`config.mk`:
```
export PLATFORM = sky130hd
export DESIGN_NAME = hazard_ctrl
export DESIGN_NICKNAME = d
export VERILOG_FILES = /design/src/rtl/riscv_pkg.sv /design/src/rtl/sat_counter.sv /design/src/rtl/hazard_ctrl.sv
export SDC_FILE = /design/constraint.sdc
export NUM_CORES = 1
export LEC_CHECK = 0
export CAP_MARGIN = 20
export CORE_MARGIN = 2
export CORE_UTILIZATION = 48
export CTS_BUF_LIST = sky130_fd_sc_hd__clkbuf_8
export CTS_CLUSTER_DIAMETER = 120
export DETAILED_ROUTE_END_ITERATION = 8
export MAX_ROUTING_LAYER = met4
export PLACE_DENSITY_LB_ADDON = 0.2
export SYNTH_ARGS = -nofsm -noshare
export SYNTH_HDL_FRONTEND = slang
export SYNTH_SLANG_ARGS = --single-unit
```
`constraint.sdc`:
```
create_clock -name clk -period 3.1 [get_ports clk]
set_input_delay 0.775 -clock clk [delete_from_list [all_inputs] [get_ports clk]]
set_output_delay 0.775 -clock clk [all_outputs]
set_load 0.02 [all_outputs]
```
`src/rtl/riscv_pkg.sv`:
```
// Shared RV32I opcode constants, hazard-controller state encoding and operand-use decode.
package riscv_pkg;

    localparam logic [6:0] OPC_OP     = 7'b0110011;
    localparam logic [6:0] OPC_OP_IMM = 7'b0010011;
    localparam logic [6:0] OPC_LOAD   = 7'b0000011;
    localparam logic [6:0] OPC_STORE  = 7'b0100011;
    localparam logic [6:0] OPC_BRANCH = 7'b1100011;
    localparam logic [6:0] OPC_JAL    = 7'b1101111;
    localparam logic [6:0] OPC_JALR   = 7'b1100111;
    localparam logic [6:0] OPC_LUI    = 7'b0110111;
    localparam logic [6:0] OPC_AUIPC  = 7'b0010111;

    typedef enum logic [1:0] {
        ST_BOOT  = 2'd0,
        ST_RUN   = 2'd1,
        ST_DRAIN = 2'd2,
        ST_HALT  = 2'd3
    } hz_state_t;

    function automatic logic rs1_used(input logic [6:0] opc);
        return !((opc == OPC_LUI) || (opc == OPC_AUIPC) || (opc == OPC_JAL));
    endfunction

    function automatic logic rs2_used(input logic [6:0] opc);
        return (opc == OPC_OP) || (opc == OPC_STORE) || (opc == OPC_BRANCH);
    endfunction

endpackage

```
`src/rtl/sat_counter.sv`:
```
// Up-counter that sticks at all-ones; synchronous active-high reset.
module sat_counter #(
    parameter int unsigned W = 16
) (
    input  logic         clk,
    input  logic         reset,
    input  logic         inc,
    output logic [W-1:0] q
);

    logic [W-1:0] cnt_q;
    logic [W-1:0] cnt_d;

    always_comb begin
        cnt_d = cnt_q;
        if (inc && (cnt_q != '1)) begin
            cnt_d = cnt_q + W'(1);
        end
    end

    always_ff @(posedge clk) begin
        if (reset) begin
            cnt_q <= '0;
        end else begin
            cnt_q <= cnt_d;
        end
    end

    assign q = cnt_q;

endmodule

```
`src/rtl/hazard_ctrl.sv`:
```
// Pipeline sequencing controller: boot hold, load-use stall, taken-branch flush,
// debug halt/drain handshake, plus saturating stall/flush event counters.
module hazard_ctrl
    import riscv_pkg::*;
#(
    parameter int unsigned BOOT_CYCLES  = 2,
    parameter int unsigned DRAIN_CYCLES = 3,
    parameter int unsigned CNT_W        = 16
) (
    input  logic             clk,
    input  logic             reset,
    input  logic [6:0]       OPCODE_ID,
    input  logic [4:0]       RS1_ID,
    input  logic [4:0]       RS2_ID,
    input  logic             MemRead_EX,
    input  logic [4:0]       RD_EX,
    input  logic             PCSrc_EX,
    input  logic             halt_req,
    output logic             PC_write,
    output logic             IF_ID_write,
    output logic             IF_ID_flush,
    output logic             control_sel,
    output logic             halt_ack,
    output logic [CNT_W-1:0] stall_cnt,
    output logic [CNT_W-1:0] flush_cnt
);

    localparam int unsigned BOOT_W  = (BOOT_CYCLES  > 1) ? $clog2(BOOT_CYCLES)  : 1;
    localparam int unsigned DRAIN_W = (DRAIN_CYCLES > 1) ? $clog2(DRAIN_CYCLES) : 1;
    // With no boot hold the controller comes out of reset already running.
    localparam hz_state_t RESET_ST = (BOOT_CYCLES == 0) ? ST_RUN : ST_BOOT;

    hz_state_t          state_q, state_d;
    logic [BOOT_W-1:0]  boot_cnt_q, boot_cnt_d;
    logic [DRAIN_W-1:0] drain_cnt_q, drain_cnt_d;
    logic               luh;
    logic               stall_inc;
    logic               flush_inc;

    always_comb begin
        luh = MemRead_EX && (RD_EX != 5'd0) &&
              (((RD_EX == RS1_ID) && rs1_used(OPCODE_ID)) ||
               ((RD_EX == RS2_ID) && rs2_used(OPCODE_ID)));
    end

    // Next state and combinational outputs; the stall pattern is the common case outside RUN.
    always_comb begin
        state_d     = state_q;
        boot_cnt_d  = boot_cnt_q;
        drain_cnt_d = drain_cnt_q;
        PC_write    = 1'b0;
        IF_ID_write = 1'b0;
        IF_ID_flush = 1'b0;
        control_sel = 1'b1;
        halt_ack    = 1'b0;
        stall_inc   = 1'b0;
        flush_inc   = 1'b0;

        if (reset) begin
            IF_ID_flush = 1'b1;
        end else begin
            case (state_q)
                ST_BOOT: begin
                    IF_ID_flush = 1'b1;
                    if (boot_cnt_q == BOOT_W'(BOOT_CYCLES - 1)) begin
                        state_d    = ST_RUN;
                        boot_cnt_d = '0;
                    end else begin
                        boot_cnt_d = boot_cnt_q + BOOT_W'(1);
                    end
                end
                ST_RUN: begin
                    if (PCSrc_EX) begin
                        PC_write    = 1'b1;
                        IF_ID_write = 1'b1;
                        IF_ID_flush = 1'b1;
                        flush_inc   = 1'b1;
                    end else if (luh) begin
                        stall_inc = 1'b1;
                    end else if (halt_req) begin
                        state_d     = ST_DRAIN;
                        drain_cnt_d = '0;
                    end else begin
                        PC_write    = 1'b1;
                        IF_ID_write = 1'b1;
                        control_sel = 1'b0;
                    end
                end
                ST_DRAIN: begin
                    // A flush here is a protocol error: honour it but freeze the drain.
                    if (PCSrc_EX) begin
                        PC_write    = 1'b1;
                        IF_ID_write = 1'b1;
                        IF_ID_flush = 1'b1;
                        flush_inc   = 1'b1;
                    end else if (!halt_req) begin
                        state_d     = ST_RUN;
                        drain_cnt_d = '0;
                    end else if (drain_cnt_q == DRAIN_W'(DRAIN_CYCLES - 1)) begin
                        state_d     = ST_HALT;
                        drain_cnt_d = '0;
                    end else begin
                        drain_cnt_d = drain_cnt_q + DRAIN_W'(1);
                    end
                end
                ST_HALT: begin
                    halt_ack = 1'b1;
                    if (PCSrc_EX) begin
                        PC_write    = 1'b1;
                        IF_ID_write = 1'b1;
                        IF_ID_flush = 1'b1;
                        flush_inc   = 1'b1;
                    end else if (!halt_req) begin
                        state_d = ST_RUN;
                    end
                end
                default: begin
                    state_d = ST_BOOT;
                end
            endcase
        end
    end

    always_ff @(posedge clk) begin
        if (reset) begin
            state_q     <= RESET_ST;
            boot_cnt_q  <= '0;
            drain_cnt_q <= '0;
        end else begin
            state_q     <= state_d;
            boot_cnt_q  <= boot_cnt_d;
            drain_cnt_q <= drain_cnt_d;
        end
    end

    sat_counter #(.W(CNT_W)) u_stall_cnt (
        .clk   (clk),
        .reset (reset),
        .inc   (stall_inc),
        .q     (stall_cnt)
    );

    sat_counter #(.W(CNT_W)) u_flush_cnt (
        .clk   (clk),
        .reset (reset),
        .inc   (flush_inc),
        .q     (flush_cnt)
    );

endmodule
```
# --- Word-level counts from Yosys, hierarchy flattened ---
# Index checks and enable logic that the tools add are counted.
totals:
  ff_bits: 37
  input_bits: 27
  out_inout_bits: 37
  elab_cells: 89
classes:
  add_sub_neg: 4
  n_eq_ne: 22
  n_mux: 39
  reduce_logical: 19
ops:
  columns: ["cell", "count"]
  rows:
  - ["16-bit by 1-bit adder with 16-bit output (second input constant)", 2]
  - ["16-bit inequality test (second input constant)", 2]
  - ["2-bit two-way mux", 15]
  - ["7-bit by 6-bit == test with 1-bit output (second input constant)", 3]
  - ["1-bit two-way mux", 20]
  - ["7-bit == test (second input constant)", 2]
  - ["2-bit inequality test (second input constant)", 7]
  - ["5-bit == test", 2]
  - ["2-bit one-hot mux with 4 select lines", 1]
  - ["8-bit AND reduction", 1]
  - ["7-bit by 5-bit == test with 1-bit output (second input constant)", 1]
  - ["2-bit == test (second input constant)", 3]
  - ["1-bit logical AND", 6]
  - ["1-bit logical OR", 5]
  - ["5-bit AND reduction", 1]
  - ["5-bit nonzero test", 1]
  - ["1-bit one-hot mux with 2 select lines", 2]
  - ["2-bit one-hot mux with 2 select lines", 1]
  - ["3-bit inequality test (second input constant)", 1]
  - ["3-bit OR reduction", 1]
  - ["2-bit by 1-bit adder with 2-bit output (second input constant)", 1]
  - ["2-bit by 1-bit == test with 1-bit output (second input constant)", 1]
  - ["2-bit zero test", 1]
  - ["2-bit nonzero test", 1]
  - ["other kinds (3)", 3]

# --- Depth between registers and ports, before layout ---
# Gate-level depths: netlist of run 1.
logic_depth:
  ltp_word: 12
  mapped_depth: 8
  mapped_depth_nobuf: 8

# --- Cells and area by module ---
# A second synthesis of run 1 with hierarchy kept.
unflattened:
  hier_cells: 296
  area_unflattened_um2: 2433.6
by_module_without_submodules:
  columns: ["mod", "instances", "cells_per_inst", "area_each_um2", "seq_area_each_um2"]
  rows:
  - ["sat_counter", 2, 99, 848.3, 320.3]
  - ["hazard_ctrl", 1, 98, 737.0, 100.1]

# --- Worst setup path after synthesis of run 1 ---
# No wires, ideal clock.
synth_path:
  path_type: "input -> output"
  start: "input RD_EX[1]"
  end: "output PC_write"
  arrival_time_ns: 2.408
  required_ns: 2.325
  setup_slack_ns: -0.083
  stages: 7
  n_path_buf: 1
  cell_sequence: "or4_1 > o21ai_2 > nor4_2 > or2_2 > nor2_1 > o21a_1 > buf_4"
synth_via:
  elab_chain_cells: 8
  word_cells_on_any_way: 12
  classes_between: "eq/ne: 2; mux: 4; reduce/logical: 6"
synth_rtl:
  columns: ["item", "line", "text"]
  rows:
  - ["from (decl)", "hazard_ctrl.sv:16", "input logic [4:0] RD_EX,"]
  - ["5-bit == test, on equally long branches", "hazard_ctrl.sv:42, hazard_ctrl.sv:43", null]
  - ["1-bit logical AND, on equally long branches", "hazard_ctrl.sv:42, hazard_ctrl.sv:43", null]
  - ["1-bit logical OR", "hazard_ctrl.sv:42", "(((RD_EX == RS1_ID) && rs1_used(OPCODE_ID)) ||"]
  - ["1-bit logical AND *", "hazard_ctrl.sv:41", "luh = MemRead_EX && (RD_EX != 5'd0) &&"]
  - ["1-bit two-way mux * (2 in series)", null, null]
  - ["1-bit one-hot mux with 2 select lines *", null, null]
  - ["1-bit two-way mux *", null, null]
  - ["to (decl)", "hazard_ctrl.sv:19", "output logic PC_write,"]
# Mark *: on every way between the ends. The rest lies on a longest branch, timed or not.

# --- Worst setup path in the final report of run 1 ---
layout_path:
  start: "input RD_EX[1]"
  end: "output PC_write"
layout_via:
  elab_chain_cells: 8
  word_cells_on_any_way: 12
  classes_between: "eq/ne: 2; mux: 4; reduce/logical: 6"
layout_rtl:
  columns: ["item", "line", "text"]
  rows:
  - ["5-bit == test, on equally long branches", "hazard_ctrl.sv:42, hazard_ctrl.sv:43", null]
  - ["1-bit logical AND, on equally long branches", "hazard_ctrl.sv:42, hazard_ctrl.sv:43", null]
  - ["1-bit logical OR", "hazard_ctrl.sv:42", null]
  - ["1-bit logical AND *", "hazard_ctrl.sv:41", null]
  - ["1-bit two-way mux *", "hazard_ctrl.sv:78", "end else if (luh) begin"]
  - ["1-bit two-way mux *", "hazard_ctrl.sv:73", "if (PCSrc_EX) begin"]
  - ["1-bit one-hot mux with 2 select lines *", "hazard_ctrl.sv:62", "case (state_q)"]
  - ["1-bit two-way mux *", "hazard_ctrl.sv:59", "if (reset) begin"]
# Marked as above.

==> flow_summary.ini, run 1 <==
[worst_setup_path]
crit_top_cell = buf_6
path_class = input port to output pin
critical_path_required_ps = 2320
crit_path_start = RD_EX[1]
cp-end-kind = output pin
reg2reg_from = state_q[1]$_SDFFE_PP0P_
crit_path_cell_trace = buf_6 > or4_4 > o21ai_4 > nor4_4 > or2_4 > nor2_4 > o21a_2 > buf_6
cp-start-kind = input port
crit_buf_inv = 2
crit_fanout = 2
path_delay_family = simple AND/OR/NAND/NOR gates
cpMaxStageDelayCell = or4_4
worst_path_largest_cell_delay_ps = 540
arrival_ps = 2330

[finish]
n_antenna_cell = 0
multi_input_area_sq_um = 1334
areaGrowthSynthToFinish_pct = 46.86
finish.net_count = 371
final_cells = 390
nFillCells = 371
drive_above_1_share_pct = 14.79
final-seq-area_sq_um = 740.7

[sta]
worst_slack_ps = -3.652
slew_headroom_pct = 73.75
rsz0062_at_grt = yes
tightest_slew_ps = 393.8
final-hold-violation-count = 0
final.period_utilization_pct = 100.1
max_freq_ghz = 0.3222
finalSetupViolations = 2
fin_crit_ps = 3104
finalMaxSlewViolations = 0
fin_skew_ps = 6.619
whs_ps = 488.6

[hold_path]
hold_start = boot_cnt_q$_SDFFE_PP0N_
min_path_type = flip-flop to flip-flop

[placed_design]
routabilityCongestion = 0.7981
dp_hpwl_mm = 3.600
preCtsSetupSlack_ps = -841.1
placedCellCount = 378
port_buffers = 63

[synthesis]
synth_seq_cells = 37
synth_fp_nets = 287
syn_inst = 253
yosys.cell_types.count = 41
syn_area_per_cell_sq_um = 8.274
yosysWarnings = 0
yosysSeqAreaShare_pct = 35.39
netlist_area_sq_um = 2093

[global_route]
grt_pass1_wl_mm = 8.390
grt_usage_pct = 20.86
grt_pass1_vias = 1981
antenna_found_initial = 0
grt_max_degree = 40
overflow = 0

[status]
violations = negative setup slack
status = finished, violations left

[power_and_ir_drop]
power_frac_seq_pct = 43.4
swShare_pct = 25.34
p_per_area_nw_per_um2 = 374.0
p_int_mw = 0.8584
p_sw_mw = 0.2913
power_leakage_nw = 1.124
p_clk_share_pct = 37.2
comb_power_share_pct = 19.3
ir_drop_uv = 279.4

[clock_network]
clkTransAtPathRegs_ps = 70
worstSkewPairLatency_ps = 290
htree_num_levels = 2
cts_tree = yes
cts.sinks = 37
cts_buffers = 5
ctsLongestPathBuffers = 2
cts-root-buf = clkbuf_8

[routing]
ant_nets = 0
routed.top_layer = met4
routed_wl_mm = 4.924
avgViaCountPerCell = 5.510
drc = 0
wl_per_cell_microns = 12.63
routed-wl-met2_mm = 2.460
dr_total_vias = 2149
met1_length_mm = 2.186
drtIter0Drc = 108
dr_wl_met3_microns = 231
drt-pass1-iter-count = 4

[floorplan]
die_h_microns = 70.04
core_sq_um = 4264
ios = 64
initial_utilization_pct = 49.09
row_count = 24
fp.dieW_microns = 70.04
dieArea_sq_um = 4905

[flow_run]
max_cap_violations = 0
power groups by stage:
stage / sequential, mW / combinational [mW] / clock (mW)
after global routing: 0.500 / 0.244 / 0.456
after detailed placement: 0.510 / 0.217 / 0
after global placement: 0.509 / 0.215 / 0
final: 0.499 / 0.222 / 0.428
after floorplan: 0.510 / 0.123 / 0
after CTS: 0.499 / 0.217 / 0.440
cell usage in the layout (no fill, tap or decap), types with 8 or more instances in the layout:
master,count
xnor2_1,11
buf_4,21
nand4_1,10
nand2_1,18
nand3_1,16
dlygate4sd2_1,8
dfxtp_1,37
o21ai_0,17
a21oi_1,19
or3_1,11
nor2_1,22
xor2_1,11
clkdlybuf4s50_1,47
synthesized netlist by cell type, drive strengths merged:
| cell type | instances | area share [%] |
|---|---|---|
| nand4 | 10 | 3.0 |
| and2 | 4 | 1.2 |
| o2111a | 1 | 0.54 |
| xnor2 | 11 | 4.6 |
| o211ai | 1 | 0.36 |
| or3 | 11 | 3.3 |
| ha | 7 | 4.2 |
| nor4b | 1 | 0.42 |
| mux2 | 2 | 1.1 |
| nor3 | 1 | 0.24 |
| a21boi | 1 | 0.36 |
| o2111ai | 1 | 0.42 |
| clkbuf | 5 | 0.90 |
| nor4 | 2 | 1.2 |
| or4b | 1 | 0.48 |
| o21ai | 19 | 4.9 |
| nand2b | 3 | 0.90 |
| nor2b | 6 | 1.8 |
| nand3 | 16 | 3.8 |
| or4 | 8 | 2.9 |
| nand2 | 18 | 3.2 |
| dfxtp | 37 | 35 |
| a21o | 1 | 0.36 |
| o31ai | 6 | 2.2 |
| nor2 | 23 | 4.1 |
| and3 | 6 | 1.8 |
| xor2 | 11 | 4.6 |
| a31oi | 2 | 0.60 |
| mux2i | 2 | 0.96 |
| a21oi | 19 | 4.5 |
| and4 | 4 | 1.7 |
| o41ai | 1 | 0.42 |
| inv | 4 | 0.72 |
| a211oi | 1 | 0.36 |
| o21a | 2 | 0.72 |
| buf | 3 | 0.96 |
| nor3b | 1 | 0.60 |
| or2 | 1 | 0.30 |
sequential cells by signal (all words and copies together) (netlist names):
signal	flops
boot_cnt_q	1
drain_cnt_q	2
state_q	2
u_flush_cnt.q	16
u_stall_cnt.q	16
final timing paths:
check                                         to  slack (ps)  depth (start not counted)
setup / recovery                        PC_write          -4                          8
hold / removal           boot_cnt_q$_SDFFE_PP0N_         490                          2
setup reg to reg  u_stall_cnt.q[15]$_SDFFE_PP0P_         940                          8
hold reg to reg          boot_cnt_q$_SDFFE_PP0N_         490                          2
stage by stage:
stage          power, mW  utilization [%]  setup TNS (ps)  cell area (sq um)
6_report           1.150            72.10          -6.786               3074
5_1_grt            1.200            72.10          -118.5               3074
3_3_place_gp      0.7240            68.31           -2316               2913
4_1_cts            1.155            71.33               0               3042
2_1_floorplan     0.6325                -               0               2112
3_5_place_dp      0.7266            68.31           -2395               2913
timing repair:
item	CTS	global route
hold buffers	0	0
setup buffers	2	2
gates resized for setup	42	7
gates cloned	0	0
pin swaps	14	8
endpoints found under the setup margin	3	3
layout make-up:
| type | count | area share [%] |
|---|---|---|
| Sequential cell | 37 | 24.09 |
| Inverter | 4 | 0.4884 |
| Tap cell | 52 | 2.116 |
| Timing Repair Buffer | 85 | 26.13 |
| Clock inverter | 2 | 1.099 |
| Multi-Input combinational cell | 204 | 43.39 |
| Clock buffer | 6 | 2.686 |
cell families after synthesis:
kind of cell / synth area share (%)
fa+ha+maj: 4.184
buf+inv: 2.570
compound gates: 15.72
xor+xnor: 9.205
flops: 35.39
simple gates: 30.90
mux: 2.032
worst register-to-register path: cells and delay by family, from the launching register on:
| kind | cells | cell delay (ps) |
|---|---|---|
| AO/OA/AOI/OAI | 3 | 530 |
| adder cells (fa/ha/maj) | 1 | 300 |
| buffers and inverters | 2 | 300 |
| flip-flops | 1 | 340 |
| AND/OR/NAND/NOR | 2 | 650 |
layer usage:
metal / vias up / global-route usage, %
met2: 57 / 35.87
met5: - / -
met3: 5 / 4.040
met4: 0 / 5.769
li1: 1095 / -
met1: 992 / 24.93
Power figures use the tool's default switching activity.
==> run 2, diff against run 1 <==
--- a/config.mk
+++ b/config.mk
@@ -7,9 +7,10 @@
 export LEC_CHECK = 0
 export CAP_MARGIN = 20
 export CORE_MARGIN = 2
-export CORE_UTILIZATION = 48
+export CORE_UTILIZATION = 40
 export CTS_BUF_LIST = sky130_fd_sc_hd__clkbuf_8
 export CTS_CLUSTER_DIAMETER = 120
+export CTS_CLUSTER_SIZE = 30
 export DETAILED_ROUTE_END_ITERATION = 8
 export MAX_ROUTING_LAYER = met4
 export PLACE_DENSITY_LB_ADDON = 0.2
==> run 2 against run 1 <==
The flow still finishes with violations (negative setup slack); via count shrank 1.6%; clock skew grew 0.86 ps; cell count grew 4.1%; sequential cell count is the same; sequential power is essentially flat; maximum frequency shrank 0.41%; clock-buffer cell count is the same; highest routed layer unchanged; hold slack lost 14 ps; setup slack lost 13 ps; core utilization shrank 11 points; combinational power shrank 3%.
==> flow_summary.ini, run 2 (same netlist as run 1, synthesis figures left out) <==
[worst_setup_path]
cp-end-kind = output pin
critical_path_required_ps = 2320
crit_top_cell = buf_6
crit_path_cell_trace = buf_6 > or4_4 > o21ai_4 > nor4_4 > or2_4 > nor2_4 > o21a_2 > buf_6
path_delay_family = simple AND/OR/NAND/NOR gates
cp-start-kind = input port
reg2reg_slack_ps = 960
cpMaxStageDelayCell = or4_4
worst_path_largest_cell_delay_ps = 540
arrival_ps = 2340
path_class = input port to output pin
crit_fanout = 2
crit_buf_inv = 2

[sta]
fin_crit_ps = 3117
whs_ps = 474.9
max_freq_ghz = 0.3209
final.period_utilization_pct = 100.5
slew_headroom_pct = 78.29
rsz0062_at_grt = yes
finalMaxSlewViolations = 0
finalSetupViolations = 2
fin_skew_ps = 7.480
final-hold-violation-count = 0
setup_tns_ps = -32.65
tightest_slew_ps = 321.5
worst_slack_ps = -16.50

[global_route]
grt_pass1_wl_mm = 8.728
overflow = 0
antenna_found_initial = 0
grt_max_degree = 27
grt_usage_pct = 18.23
grt_pass1_vias = 2031

[floorplan]
dieArea_sq_um = 5828
core_sq_um = 5075
die_h_microns = 76.34
row_count = 26
initial_utilization_pct = 41.25
fp.dieW_microns = 76.34
ios = 64

[power_and_ir_drop]
power_leakage_nw = 1.180
ir_drop_uv = 210.5
p_per_area_nw_per_um2 = 368.0

[placed_design]
routabilityCongestion = 0.8040
placedCellCount = 396
dp_hpwl_mm = 3.677
port_buffers = 63

[routing]
dr_total_vias = 2114
wl_per_cell_microns = 12.25
routed_wl_mm = 4.972
drc = 0
avgViaCountPerCell = 5.207
drt-pass1-iter-count = 4
ant_nets = 0
drtIter0Drc = 80

[finish]
mostFrequentLayoutCell = clkdlybuf4s50_1
n_antenna_cell = 0
layout_common_cells = clkdlybuf4s50_1 (40), dfxtp_1 (37), nor2_1 (22)
areaGrowthSynthToFinish_pct = 47.64
drive_above_1_share_pct = 14.29
final_cells = 406
finish.net_count = 369
nFillCells = 478

[hold_path]
min_path_type = flip-flop to flip-flop

[status]
violations = negative setup slack
status = finished, violations left

[flow_run]
max_cap_violations = 0

[clock_network]
ctsLongestPathBuffers = 2
clkTransAtPathRegs_ps = 70
htree_num_levels = 2
cts_buffers = 5
cts_tree = yes
worstSkewPairLatency_ps = 280
cts.sinks = 37
cts-root-buf = clkbuf_8
## run 2: per-stage QoR
step	setup WS, ps	util (%)	power [mW]	instance area, sq um
floorplan	19.31	-	0.6325	2112
finish	-16.50	60.90	1.137	3090
CTS	1.203	60.11	1.153	3050
global route	-66.81	60.90	1.202	3090
global placement	-806.6	57.84	0.7231	2935
detailed placement	-830.6	57.84	0.7256	2935
## run 2: worst min-delay path: cells and delay by family, from the launching register on
kind,cells,cell delay [ps]
AO/OA/AOI/OAI,1,60
flip-flops,1,310
AND/OR/NAND/NOR,1,60
## run 2: final timing paths
kind / depth (start not counted) / end / from
max: 8 / PC_write / RD_EX[3]
min: 2 / boot_cnt_q$_SDFFE_PP0N_ / boot_cnt_q$_SDFFE_PP0N_
max reg2reg: 7 / u_stall_cnt.q[15]$_SDFFE_PP0P_ / u_stall_cnt.q[0]$_SDFFE_PP0P_
min reg2reg: 2 / boot_cnt_q$_SDFFE_PP0N_ / boot_cnt_q$_SDFFE_PP0N_
## run 2: area by class of cell
class	count	area, sq um	share of cell area (%)
well taps	70	87.58	2.834
multi-input cells	204	1341	43.40
repair buffers	83	789.5	25.55
flip-flops and latches	37	740.7	23.97
clock buffers	6	82.58	2.672
clock inverters	2	33.78	1.093
inverters	4	15.01	0.4858
## run 2: what timing repair did
action	in CTS	in global routing
hold buffers	0	0
gates resized for setup	43	14
setup endpoints to repair	3	3
endpoints found under the hold margin	0	0
setup buffers	1	1
pin swaps	13	15
cloned	0	0
## run 2: power by group
group | internal [mW] | switching (mW) | total, mW | leakage (nW)
registers | 0.488 | 0.0110 | 0.499 | 0.298
clock network | 0.259 | 0.164 | 0.423 | 0.0626
logic | 0.107 | 0.108 | 0.215 | 0.819
total | 0.854 | 0.283 | 1.14 | 1.18
## run 2: per-layer routing
layer  track usage, %  share of wire, %  vias up  wire (microns)
met5                -                 0        -               0
met4            6.000              0.82        0              41
met3            3.673               4.1        2             205
met2            30.53                49       45            2448
met1            21.99                46      970            2277
li1                 -                 -     1097               -
==> run 3, diff against run 2 <==
--- a/config.mk
+++ b/config.mk
@@ -12,6 +12,7 @@
 export CTS_CLUSTER_DIAMETER = 120
 export CTS_CLUSTER_SIZE = 30
 export DETAILED_ROUTE_END_ITERATION = 8
+export GPL_ROUTABILITY_DRIVEN = 0
 export MAX_ROUTING_LAYER = met4
 export PLACE_DENSITY_LB_ADDON = 0.2
 export SYNTH_ARGS = -nofsm -noshare
==> results of run 3 <==
Same layout as run 2: the final DEF is identical, and so are final timing and power.
